$ cat src/rtl/hazard_ctrl_if.sv
// Pipeline <-> hazard controller bundle: hazard inputs from ID/EX stages,
// stall/flush/hold controls and performance/error status back to the pipeline.
interface hazard_ctrl_if #(
    parameter int CNT_W = 16
);
    logic             IDEX_MemRead_i;
    logic [4:0]       IDEX_RegAddrRt_i;
    logic [4:0]       IFID_RegAddrRs_i;
    logic [4:0]       IFID_RegAddrRt_i;
    logic             BranchTaken_i;
    logic             Jump_i;
    logic             MemBusy_i;
    logic             PCWrite_o;
    logic             IFIDWrite_o;
    logic             IFIDFlush_o;
    logic             IDEXBubble_o;
    logic             PipeHold_o;
    logic             MemTimeout_o;
    logic [CNT_W-1:0] StallCnt_o;

    modport master (
        output IDEX_MemRead_i, IDEX_RegAddrRt_i, IFID_RegAddrRs_i, IFID_RegAddrRt_i,
               BranchTaken_i, Jump_i, MemBusy_i,
        input  PCWrite_o, IFIDWrite_o, IFIDFlush_o, IDEXBubble_o, PipeHold_o,
               MemTimeout_o, StallCnt_o
    );

    modport slave (
        input  IDEX_MemRead_i, IDEX_RegAddrRt_i, IFID_RegAddrRs_i, IFID_RegAddrRt_i,
               BranchTaken_i, Jump_i, MemBusy_i,
        output PCWrite_o, IFIDWrite_o, IFIDFlush_o, IDEXBubble_o, PipeHold_o,
               MemTimeout_o, StallCnt_o
    );
endinterface

$ cat src/rtl/hazard_ctrl.sv
// Stall/flush controller for the 5-stage pipeline: load-use bubbles, branch
// flushes, data-memory wait sequencing with timeout, and a stall-cycle counter.
module hazard_ctrl #(
    parameter int MAX_WAIT = 15,
    parameter int CNT_W    = 16
) (
    input  logic         clk_i,
    input  logic         rst_i,
    hazard_ctrl_if.slave hz
);
    localparam int WCW = (MAX_WAIT < 1) ? 1 : $clog2(MAX_WAIT + 1);

    typedef enum logic [1:0] {
        RUN      = 2'd0,
        MEM_WAIT = 2'd1,
        ERR      = 2'd2
    } state_t;

    state_t           r_state, w_next;
    logic [WCW-1:0]   r_wait_cnt, w_wait_nxt;
    logic [CNT_W-1:0] r_stall_cnt;
    logic             r_timeout;

    logic w_lu, w_redirect;
    logic w_pcw, w_ifidw, w_flush, w_bubble, w_hold;

    assign w_lu = hz.IDEX_MemRead_i && (hz.IDEX_RegAddrRt_i != 5'd0) &&
                  ((hz.IDEX_RegAddrRt_i == hz.IFID_RegAddrRs_i) ||
                   (hz.IDEX_RegAddrRt_i == hz.IFID_RegAddrRt_i));
    assign w_redirect = hz.BranchTaken_i | hz.Jump_i;

    always_comb begin
        w_pcw      = 1'b0;
        w_ifidw    = 1'b0;
        w_flush    = 1'b0;
        w_bubble   = 1'b0;
        w_hold     = 1'b0;
        w_next     = r_state;
        w_wait_nxt = r_wait_cnt;
        if (rst_i) begin
            w_flush  = 1'b1;
            w_bubble = 1'b1;
        end else begin
            case (r_state)
                RUN, MEM_WAIT: begin
                    if (hz.MemBusy_i) begin
                        w_hold = 1'b1;
                        if (r_state == RUN) begin
                            w_next     = MEM_WAIT;
                            w_wait_nxt = WCW'(1);
                        end else if (r_wait_cnt == WCW'(MAX_WAIT)) begin
                            w_next = ERR;
                        end else begin
                            w_wait_nxt = r_wait_cnt + WCW'(1);
                        end
                    end else begin
                        // Same-cycle release: a pending branch loses to load-use
                        // and is seen again once the bubble has gone through.
                        w_pcw      = ~w_lu;
                        w_ifidw    = ~w_lu;
                        w_bubble   = w_lu;
                        w_flush    = ~w_lu & w_redirect;
                        w_next     = RUN;
                        w_wait_nxt = '0;
                    end
                end
                ERR: w_hold = 1'b1;
                default: begin
                    w_next     = RUN;
                    w_wait_nxt = '0;
                end
            endcase
        end
    end

    always_ff @(posedge clk_i or posedge rst_i) begin
        if (rst_i) begin
            r_state    <= RUN;
            r_wait_cnt <= '0;
        end else begin
            r_state    <= w_next;
            r_wait_cnt <= w_wait_nxt;
        end
    end

    always_ff @(posedge clk_i or posedge rst_i) begin
        if (rst_i) begin
            r_stall_cnt <= '0;
            r_timeout   <= 1'b0;
        end else begin
            if (!w_pcw && (r_stall_cnt != {CNT_W{1'b1}}))
                r_stall_cnt <= r_stall_cnt + CNT_W'(1);
            if (w_next == ERR)
                r_timeout <= 1'b1;
        end
    end

    assign hz.PCWrite_o    = w_pcw;
    assign hz.IFIDWrite_o  = w_ifidw;
    assign hz.IFIDFlush_o  = w_flush;
    assign hz.IDEXBubble_o = w_bubble;
    assign hz.PipeHold_o   = w_hold;
    assign hz.MemTimeout_o = r_timeout;
    assign hz.StallCnt_o   = r_stall_cnt;
endmodule

$ cat src/flat_wrapper.sv
// flat-port wrapper written by rule: the top's interface ports become plain ports
module hazard_ctrl_flat 
#(
    parameter int MAX_WAIT = 15,
    parameter int CNT_W    = 16
)
  (clk_i, rst_i, hz_IDEX_MemRead_i, hz_IDEX_RegAddrRt_i, hz_IFID_RegAddrRs_i, hz_IFID_RegAddrRt_i, hz_BranchTaken_i, hz_Jump_i, hz_MemBusy_i, hz_PCWrite_o, hz_IFIDWrite_o, hz_IFIDFlush_o, hz_IDEXBubble_o, hz_PipeHold_o, hz_MemTimeout_o, hz_StallCnt_o);
  hazard_ctrl_if #(.CNT_W(CNT_W)) hz_i ();
  input  logic clk_i;
  input  logic rst_i;
  input wire logic [$bits(hz_i.IDEX_MemRead_i)-1:0] hz_IDEX_MemRead_i;
  input wire logic [$bits(hz_i.IDEX_RegAddrRt_i)-1:0] hz_IDEX_RegAddrRt_i;
  input wire logic [$bits(hz_i.IFID_RegAddrRs_i)-1:0] hz_IFID_RegAddrRs_i;
  input wire logic [$bits(hz_i.IFID_RegAddrRt_i)-1:0] hz_IFID_RegAddrRt_i;
  input wire logic [$bits(hz_i.BranchTaken_i)-1:0] hz_BranchTaken_i;
  input wire logic [$bits(hz_i.Jump_i)-1:0] hz_Jump_i;
  input wire logic [$bits(hz_i.MemBusy_i)-1:0] hz_MemBusy_i;
  output wire logic [$bits(hz_i.PCWrite_o)-1:0] hz_PCWrite_o;
  output wire logic [$bits(hz_i.IFIDWrite_o)-1:0] hz_IFIDWrite_o;
  output wire logic [$bits(hz_i.IFIDFlush_o)-1:0] hz_IFIDFlush_o;
  output wire logic [$bits(hz_i.IDEXBubble_o)-1:0] hz_IDEXBubble_o;
  output wire logic [$bits(hz_i.PipeHold_o)-1:0] hz_PipeHold_o;
  output wire logic [$bits(hz_i.MemTimeout_o)-1:0] hz_MemTimeout_o;
  output wire logic [$bits(hz_i.StallCnt_o)-1:0] hz_StallCnt_o;
  assign hz_i.IDEX_MemRead_i = hz_IDEX_MemRead_i;
  assign hz_i.IDEX_RegAddrRt_i = hz_IDEX_RegAddrRt_i;
  assign hz_i.IFID_RegAddrRs_i = hz_IFID_RegAddrRs_i;
  assign hz_i.IFID_RegAddrRt_i = hz_IFID_RegAddrRt_i;
  assign hz_i.BranchTaken_i = hz_BranchTaken_i;
  assign hz_i.Jump_i = hz_Jump_i;
  assign hz_i.MemBusy_i = hz_MemBusy_i;
  assign hz_PCWrite_o = hz_i.PCWrite_o;
  assign hz_IFIDWrite_o = hz_i.IFIDWrite_o;
  assign hz_IFIDFlush_o = hz_i.IFIDFlush_o;
  assign hz_IDEXBubble_o = hz_i.IDEXBubble_o;
  assign hz_PipeHold_o = hz_i.PipeHold_o;
  assign hz_MemTimeout_o = hz_i.MemTimeout_o;
  assign hz_StallCnt_o = hz_i.StallCnt_o;
  hazard_ctrl #(.MAX_WAIT(MAX_WAIT), .CNT_W(CNT_W)) u_core (.clk_i(clk_i), .rst_i(rst_i), .hz(hz_i));
endmodule
$ cat config.mk
export PLATFORM = sky130hd
export DESIGN_NAME = hazard_ctrl_flat
export DESIGN_NICKNAME = d
export VERILOG_FILES = /design/src/rtl/hazard_ctrl_if.sv /design/src/rtl/hazard_ctrl.sv /design/src/flat_wrapper.sv
export SDC_FILE = /design/constraint.sdc
export NUM_CORES = 1
export LEC_CHECK = 0
export CORE_MARGIN = 4
export CORE_UTILIZATION = 35
export CTS_BUF_LIST = sky130_fd_sc_hd__clkbuf_2
export DETAILED_ROUTE_END_ITERATION = 10
export GPL_ROUTABILITY_DRIVEN = 0
export SYNTH_ARGS = -nofsm -noshare
export SYNTH_HDL_FRONTEND = slang
export SYNTH_SLANG_ARGS = --single-unit
$ cat constraint.sdc
create_clock -name clk_i -period 4.7 [get_ports clk_i]
set_clock_uncertainty 0.1 [all_clocks]
set_input_delay 0.94 -clock clk_i [delete_from_list [all_inputs] [get_ports clk_i]]
set_output_delay 0.94 -clock clk_i [all_outputs]
set_load 0.005 [all_outputs]
# ---- After elaboration in Yosys (flattened, before gate mapping)
# Cells that the tools add are included.
dict set report word_totals {
  reg_bits 23
  in_bits 21
  out_inout_bits 22
  word_cells 49
}
dict set report classes {
  n_addsub 2
  n_eq_ne 8
  mux 21
  bitwise_logic 5
  reduce_logical 9
}
# op n
set ops {}
lappend ops {{adder 16 x 1 -> 16 bit (second input constant)} 1}
lappend ops {{inequality test 16 bit (second input constant)} 1}
lappend ops {{2-to-1 mux 4 bit} 3}
lappend ops {{2-to-1 mux 1 bit} 11}
lappend ops {{== test 5 bit} 2}
lappend ops {{2-to-1 mux 2 bit} 4}
lappend ops {{one-hot mux 4 bit (2 select lines)} 1}
lappend ops {{nonzero test 5 bit} 1}
lappend ops {{adder 4 x 1 -> 4 bit (second input constant)} 1}
lappend ops {{== test 2 bit (second input constant)} 2}
lappend ops {{== test 4 bit (second input constant)} 1}
lappend ops {{inequality test 4 x 3 -> 1 bit (second input constant)} 1}
lappend ops {{one-hot mux 2 bit (2 select lines)} 1}
lappend ops {{logical AND 1 bit} 3}
lappend ops {{inverter 1 bit} 3}
lappend ops {{AND reduction 3 bit} 1}
lappend ops {{== test 2 x 1 -> 1 bit (second input constant)} 1}
lappend ops {{zero test 2 bit} 1}
lappend ops {{one-hot mux 1 bit (2 select lines)} 1}
lappend ops {{OR reduction 2 bit} 1}
lappend ops {{bitwise AND 1 bit} 1}
lappend ops {{zero test 1 bit} 1}
lappend ops {{logical OR 1 bit} 1}
lappend ops {{OR 1 bit} 1}

# ---- Depth between registers and ports, before layout
# Gate-level depths: netlist of the first run.
dict set report depth {
  word_depth 9
  depth_mapped 8
  depth_no_buf 7
}

# ---- Worst setup path before layout of the first run
# Ideal clock, no wire load.
dict set report synth_path {
  kind {input port to output port}
  from {input hz_IDEX_RegAddrRt_i[0]}
  to {output hz_PCWrite_o}
  arrival_time_ns 1.974
  path_slack_ns 1.686
  stages 5
  path_cell_list {or4_4 > o21ai_4 > o21ai_0 > inv_1 > buf_4}
}
dict set report synth_via {
  elab_chain_cells 7
  elab_cells_between_ends 10
}
# element line_no
set synth_rtl {}
lappend synth_rtl {{from (decl)} flat_wrapper.sv:12} ;# input wire logic [$bits(hz_i.IDEX_RegAddrRt_i)-1:0] hz_IDEX_RegAddrRt_i;
lappend synth_rtl {{== test 5 bit (tied with other cells)} hazard_ctrl.sv:28} ;# ((hz.IDEX_RegAddrRt_i == hz.IFID_RegAddrRs_i) ||
lappend synth_rtl {{logical OR 1 bit / logical AND 1 bit (equally long branches)} {hazard_ctrl.sv:28, hazard_ctrl.sv:27}}
lappend synth_rtl {{logical AND 1 bit *} hazard_ctrl.sv:27} ;# assign w_lu = hz.IDEX_MemRead_i && (hz.IDEX_RegAddrRt_i != 5'd0) &&
lappend synth_rtl {{inverter 1 bit *} --}
lappend synth_rtl {{2-to-1 mux 1 bit * (3 in a row)} --}
lappend synth_rtl {{to (decl)} flat_wrapper.sv:18} ;# output wire logic [$bits(hz_i.PCWrite_o)-1:0] hz_PCWrite_o;
# Every way passes the cells marked *; elsewhere a longest branch is shown, timed or not.

# ---- Final worst setup path of the first run
dict set report layout_path {
  from {input hz_IDEX_RegAddrRt_i[1]}
  to {output hz_IFIDWrite_o}
}
dict set report layout_via {
  elab_chain_cells 7
  elab_cells_between_ends 10
}
# element line_no
set layout_rtl {}
lappend layout_rtl {{== test 5 bit (tied with other cells)} hazard_ctrl.sv:28}
lappend layout_rtl {{logical OR 1 bit / logical AND 1 bit (equally long branches)} {hazard_ctrl.sv:28, hazard_ctrl.sv:27}}
lappend layout_rtl {{logical AND 1 bit *} hazard_ctrl.sv:27}
lappend layout_rtl {{inverter 1 bit *} hazard_ctrl.sv:60} ;# w_ifidw = ~w_lu;
lappend layout_rtl {{2-to-1 mux 1 bit *} hazard_ctrl.sv:46} ;# if (hz.MemBusy_i) begin
lappend layout_rtl {{2-to-1 mux 1 bit *} hazard_ctrl.sv:44} ;# case (r_state)
lappend layout_rtl {{2-to-1 mux 1 bit *} hazard_ctrl.sv:40} ;# if (rst_i) begin
lappend layout_rtl {{to (decl)} flat_wrapper.sv:19} ;# output wire logic [$bits(hz_i.IFIDWrite_o)-1:0] hz_IFIDWrite_o;
# Marked as above.

==> key figures, run 1 <==
Hold path
  – Hold Crit Class: flop to flop

Detailed routing
  – First-pass DRT Iterations: 4
  – DR vias: 1112
  – WL final: 3020 um
  – Final ANT Viol Nets: 0
  – Number of remaining DRC errors: 0
  – Avg WL per Cell: 13.3 um
  – DR iter-0 viols: 51
  – DR vias/cell: 4.90

STA
  – Final worst setup slack: 675 ps
  – Worst Max-Slew Pin Slew: 411 ps
  – # setup viols final: 0
  – Max-slew headroom: 0.724
  – Final Hold Viols: 0
  – RSZ-0062 raised after global routing: false
  – Slew Limit Fails: 0
  – Final worst path period need: 4020 ps
  – Fmax: 0.248 GHz
  – Setup TNS: 0 ps
  – Hold slack: 412 ps
  – Fin crit share: 0.856

Setup path
  – Cells along the critical path: clkdlybuf4s50_1 -> xor2_1 -> nor2_1 -> a22oi_1 -> o21ai_0 -> inv_1 -> clkdlybuf4s50_1
  – Crit Path Class: primary input to output port
  – Cell mode on critical path: clkdlybuf4s50_1
  – CP top delay family: buffers and inverters
  – Crit-path max FO: 4
  – Crit-path max cell delay: 570 ps
  – Startpoint Class: primary input
  – Critical Path RT: 3660 ps
  – Slowest-stage cell, CP: clkdlybuf4s50_1
  – Buffers plus inverters on the worst setup path: 3
  – CP endpoint kind: output port
  – Critical path arrival: 2980 ps

Cells and area
  – Commonest non-fill, non-tap cell in the layout: clkdlybuf4s50_1
  – Area delta synth->final: 36.5%
  – Finished Core Util: 0.494
  – Share of cells above drive strength 1: 0.0782
  – Nets: 203
  – Antenna diode count: 0
  – Commonest cells after routing, fill and taps aside: clkdlybuf4s50_1 (42), dfrtp_1 (23), xor2_1 (20)

Die
  – Core box area: 3630 sq um
  – Num ports: 43
  – Starting density of the core: 0.362
  – Chip width: 69.3 um
  – Die Y: 69.3 um
  – # rows: 22
  – Die area: 4800 sq um

Power
  – Switching component of the power: 0.258 mW
  – Net Sw Frac: 0.360
  – Final Power: 0.718 mW
  – Clock power frac: 0.111
  – Pint: 0.460 mW
  – Pwr dens: 400 nW/um^2
  – Logic pwr share: 0.415
  – Peak supply drop: 0.000214 V
  – Seq pwr share: 0.474
  – Leakage: 0.735 nW

Synth
  – Number of flops mapped to enable cells by yosys: 0
  – Synth warnings: 0
  – Cell area after synthesis: 1320 sq um
  – Post-synth ARST share: 1.00
  – Cell count after synthesis: 134
  – Syn nets: 157
  – Avg Cell Area, Syn: 9.81 sq um
  – Yosys cell types: 31
  – Top FF cell, synth: dfrtp_1
  – Seq/Total Area, Yosys: 0.438
  – Register bit total from synthesis: 23

Placement
  – Place WS: 675 ps
  – Final HPWL DP: 2340 um
  – PortBufs: 42

Global route
  – Antenna violations before repair: 0
  – GRT Total Usage: 0.130
  – First-pass GRT wire length: 5220 um
  – Vias in the first global route: 1158
  – Overflow after GRT: 0
  – Largest net degree at the start of global routing: 25

Clocking
  – Root buffer cell: clkbuf_2
  – Cts bufs inserted: 3
  – # hold bufs at CTS: 0
  – # resized after CTS: 0
  – Max H-tree Level: 1
  – CTS tree: done
  – Skew-Pair Late Insertion Delay: 340 ps
  – Post-CTS setup buffer count: 0
  – CTS clk-pin slew, worst paths: 220 ps
  – CTS sink cnt: 23
  – Max clock buf depth: 2

Run status
  – Status: completed

Job
  – Number of max-cap violations: 0
[worst paths after layout]
kind / from / end / slack (ps) / depth (start not counted)
setup / recovery: hz_IDEX_RegAddrRt_i[1] / hz_IFIDWrite_o / 680 / 7
hold / removal: u_core.r_wait_cnt[3] / u_core.r_wait_cnt[3] / 410 / 1
setup reg to reg: u_core.hz.StallCnt_o[0] / u_core.hz.StallCnt_o[15] / 2370 / 7
hold reg to reg: u_core.r_wait_cnt[3] / u_core.r_wait_cnt[3] / 410 / 1
max in group asynchronous: rst_i / u_core.hz.StallCnt_o[2] / 3260 / 3
min in group asynchronous: rst_i / u_core.r_state[0] / 1010 / 3
[metrics by stage]
stage                     std cells  instance area, sq um
after CTS                       227                  1800
final                           227                  1800
after floorplan                 134                  1320
after detailed placement        223                  1780
after global routing            227                  1800
after global placement          223                  1780
[power by group through the flow]
| stage | registers [mW] | clock network (mW) | logic (mW) |
|---|---|---|---|
| final | 0.341 | 0.0796 | 0.298 |
| after floorplan | 0.335 | 0 | 0.135 |
| after detailed placement | 0.344 | 0 | 0.302 |
| after global placement | 0.339 | 0 | 0.296 |
| after CTS | 0.341 | 0.0826 | 0.304 |
| after global routing | 0.353 | 0.0905 | 0.331 |
[Yosys cell counts (2+ instances only)]
library cell	number	share of area
ha_1	2	0.019
a21oi_1	2	0.0076
nand2_1	11	0.031
nand3_1	7	0.027
xnor2_1	4	0.027
and3_1	2	0.0095
dfrtp_1	23	0.44
nor2_1	14	0.040
nor2b_1	2	0.0095
nor3_2	3	0.023
xor2_1	20	0.13
nand4_1	4	0.019
inv_1	6	0.017
nor4_1	3	0.014
o21ai_0	9	0.034
nor3_1	7	0.027
[metal layers]
| metal | wire [um] | vias to the layer above | global-route usage |
|---|---|---|---|
| met3 | 119 | 5 | 0.0319 |
| met1 | 1400 | 526 | 0.164 |
| met2 | 1470 | 22 | 0.220 |
| li1 | - | 559 | - |
| met5 | 0 | - | 0 |
| met4 | 30 | 0 | 0.0390 |
[area by class of cell]
cell class                      count  area, sq um
Inverter                            6         22.5
Multi-Input combinational cell    103          689
Clock buffer                        3         15.0
Clock inverter                      1         5.00
Fill cell                         367         1840
Tap cell                           48         60.1
Sequential cell                    23          576
Timing Repair Buffer               43          428
[cells by family (layout without fill, tap and decap cells)]
family,count (synthesis),in the layout,synth area share
fa+ha+maj,2,2,0.0190
xor+xnor,24,24,0.160
mux,1,1,0.00856
compound gates,20,20,0.115
flops,23,23,0.438
buf+inv,8,53,0.0381
simple gates,56,56,0.222
[sequential cells by signal (all words and copies together) (netlist names)]
| signal | cells |
|---|---|
| u_core.hz.StallCnt_o | 16 |
| u_core.hz.MemTimeout_o | 1 |
| u_core.r_state | 2 |
| u_core.r_wait_cnt | 4 |
(Power assumes the default switching activity.)
==> run 2: changes to the inputs <==
--- a/config.mk
+++ b/config.mk
@@ -5,6 +5,7 @@
 export SDC_FILE = /design/constraint.sdc
 export NUM_CORES = 1
 export LEC_CHECK = 0
+export ABC_AREA = 1
 export CORE_MARGIN = 4
 export CORE_UTILIZATION = 35
 export CTS_BUF_LIST = sky130_fd_sc_hd__clkbuf_2
==> run 2 against run 1 <==
Synthesized cell count rose by 70%. First-iteration DRC count grew 57%. Global-route usage rose by 0.68 points. Critical path depth grew 3. Power down 16%. Largest cell class unchanged. Highest routed layer unchanged.
==> key figures, run 2 <==
Run status
  – Status: completed

Synth
  – Cell area after synthesis: 1590 sq um (+21%)
  – Yosys top cell area share: 0.363 (-0.0746)
  – Syn nets: 251 (+60%)
  – Register bit total from synthesis: 23 (unchanged)
  – Ranking of synthesized cells by area: dfrtp_1 (36%), nand2_1 (17%), inv_1 (8.5%), nand3_1 (8.5%), xor2_1 (5.0%)
  – Most numerous cell in the Yosys netlist: nand2_1
  – Yosys top cell by area: dfrtp_1
  – Most instantiated cells after synthesis: nand2_1 (73), inv_1 (36), nand3_1 (27), dfrtp_1 (23), nor2_1 (15)
  – Avg Cell Area, Syn: 6.95 sq um (-29%)
  – Cell count after synthesis: 228 (+70%)
  – Post-synth ARST share: 1.00 (unchanged)
  – Top FF cell, synth: dfrtp_1
  – Synth warnings: 0 (unchanged)
  – Number of flops mapped to enable cells by yosys: 0 (unchanged)
  – Yosys cell types: 27 (-13%)
  – Seq/Total Area, Yosys: 0.363 (-0.0746)

STA
  – Final Hold Viols: 0 (unchanged)
  – RSZ-0062 raised after global routing: false
  – Fmax: 0.264 GHz (+6.3%)
  – Fin crit share: 0.806 (-0.0505)
  – Worst Max-Slew Pin Slew: 362 ps (-49.0 ps)
  – Final worst setup slack: 913 ps (+237 ps)
  – Setup TNS: 0 ps (unchanged)
  – Slew Limit Fails: 0 (unchanged)
  – # setup viols final: 0 (unchanged)
  – Final worst path period need: 3790 ps (-237 ps)
  – Hold slack: 414 ps (+1.88 ps)
  – Max-slew headroom: 0.758 (+0.0339)

Placement
  – PortBufs: 42 (unchanged)
  – Place WS: 894 ps (+218 ps)
  – Final HPWL DP: 2810 um (+20%)

Setup path
  – CP endpoint kind: output port
  – Critical path arrival: 2750 ps (-230 ps)
  – Startpoint Class: primary input
  – Critical Path RT: 3660 ps (about the same)
  – Crit-path max FO: 4 (unchanged)
  – Crit Path Class: primary input to output port
  – Reg2Reg Depth: 9 (+2)

Power
  – Net Sw Frac: 0.364 (+0.00402)
  – Seq pwr share: 0.472 (-0.002)
  – Pwr dens: 289 nW/um^2 (-28%)
  – Logic pwr share: 0.389 (-0.026)
  – Switching component of the power: 0.218 mW (-15%)
  – Peak supply drop: 0.000124 V (-42%)
  – Pint: 0.382 mW (-17%)
  – Clock power frac: 0.139 (+0.028)
  – Leakage: 1.02 nW (+39%)

Clocking
  – Root buffer cell: clkbuf_2
  – Max H-tree Level: 1 (unchanged)
  – # resized after CTS: 0 (unchanged)
  – Post-CTS setup buffer count: 0 (unchanged)
  – CTS sink cnt: 23 (unchanged)
  – # hold bufs at CTS: 0 (unchanged)
  – CTS clk-pin slew, worst paths: 240 ps (+20 ps)
  – CTS tree: done
  – Max clock buf depth: 2 (unchanged)
  – Cts bufs inserted: 3 (unchanged)
  – Skew-Pair Late Insertion Delay: 350 ps (about the same)

Cells and area
  – Finished Core Util: 0.473 (-0.0213)
  – Antenna diode count: 0 (unchanged)
  – Area delta synth->final: 30.8%
  – Largest register FFs: 16 (unchanged)
  – Nets: 296 (+46%)
  – Commonest non-fill, non-tap cell in the layout: nand2_1
  – Share of cells above drive strength 1: 0.0404 (-0.0378)
  – Commonest cells after routing, fill and taps aside: nand2_1 (73), clkdlybuf4s50_1 (42), inv_1 (36)

Detailed routing
  – First-pass DRT Iterations: 4 (unchanged)
  – DR iter-0 viols: 80 (+57%)
  – Top layer used by detailed routing: met4
  – Met1 Wirelength: 1820 um (+30%)
  – Final ANT Viol Nets: 0 (unchanged)
  – Met3 routed WL: 145 um (+22%)
  – WL final: 3570 um (+18%)
  – Met2 wire len: 1550 um (+5.5%)
  – DR vias/cell: 4.77 (-2.7%)
  – Number of remaining DRC errors: 0 (unchanged)
  – Avg WL per Cell: 11.0 um (-17%)
  – DR vias: 1544 (+39%)

Job
  – Number of max-cap violations: 0 (unchanged)

Global route
  – First-pass GRT wire length: 6110 um (+17%)
  – Antenna violations before repair: 0 (unchanged)
  – Vias in the first global route: 1363 (+18%)
  – Largest net degree at the start of global routing: 28 (+12%)
  – GRT Total Usage: 0.137 (+0.00678)
  – Overflow after GRT: 0 (unchanged)

Die
  – Die area: 5670 sq um (+18%)
  – Die Y: 75.3 um (+8.7%)
  – Core box area: 4380 sq um (+21%)
  – Starting density of the core: 0.362 (about the same)
  – # rows: 24 (+9.1%)
  – Chip width: 75.3 um (+8.7%)
  – Num ports: 43 (unchanged)

Hold path
  – Hold Crit Class: flop to flop
  – Worst hold stages: 1 (unchanged)
run 2: cell count changes after synthesis, moves of 3 or more:
cell,previous run,this run
xnor2_1,4,7
nand3_1,7,27
nand2_1,11,73
inv_1,6,36
o21ai_0,9,6
nor4_1,3,0
xor2_1,20,9
run 2: routing by layer:
layer / vias to the layer above / track usage
li1: 806 / -
met1: 701 / 0.203
met2: 32 / 0.205
met3: 5 / 0.0224
met4: 0 / 0.0408
met5: - / 0
run 2: area by class of cell:
cell class,instances,area (sq um)
multi-input cells,164,838
well taps,52,65.1
fillers,451,2310
clock inverters,1,5.00
flip-flops and latches,23,576
clock buffers,3,15.0
repair buffers,44,435
inverters,37,139
run 2: power groups by stage:
stage                     registers (mW)  logic [mW]  clock network, mW
after global placement             0.286       0.235                  0
after detailed placement           0.287       0.238                  0
final                              0.283       0.234             0.0832
after global routing               0.291       0.266             0.0944
after CTS                          0.283       0.238             0.0856
after floorplan                    0.279       0.129                  0
run 2: worst max-delay path, stage by stage:
cell	delay, ps
clkdlybuf4s50_1	520
inv_1	70
nand2_1	50
nand2_1	50
nor2_1	100
nand3_1	80
nand2_1	70
nand2_1	90
o31ai_1	230
clkdlybuf4s50_1	550
run 2: path summary, 6_finish.rpt:
path / start / end / slack (ps)
worst max-delay path: hz_IDEX_RegAddrRt_i[4] / hz_IDEXBubble_o / 910
worst min-delay path: u_core.hz.MemTimeout_o / u_core.hz.MemTimeout_o / 410
worst max register to register: u_core.hz.StallCnt_o[0] / u_core.hz.StallCnt_o[1] / 2480
worst min register to register: u_core.hz.MemTimeout_o / u_core.hz.MemTimeout_o / 410
max in group asynchronous: rst_i / u_core.hz.StallCnt_o[3] / 3370
min in group asynchronous: rst_i / u_core.r_wait_cnt[0] / 870
run 2: cells by family (layout without fill, tap and decap cells):
kind of cell,count (synthesis),after routing,synth area share
AO/OA/AOI/OAI,13,13,0.0474
XOR/XNOR,16,16,0.0884
adder cells (fa/ha/maj),2,2,0.0158
buffers and inverters,41,85,0.108
flip-flops,23,23,0.363
AND/OR/NAND/NOR,133,133,0.377
run 2: stage by stage:
step                std cells  power [mW]  area (sq um)
floorplan                 228       0.408          1590
CTS                       324       0.607          2070
detailed placement        320       0.525          2050
global placement          320       0.520          2050
global route              324       0.651          2070
finish                    324       0.600          2070
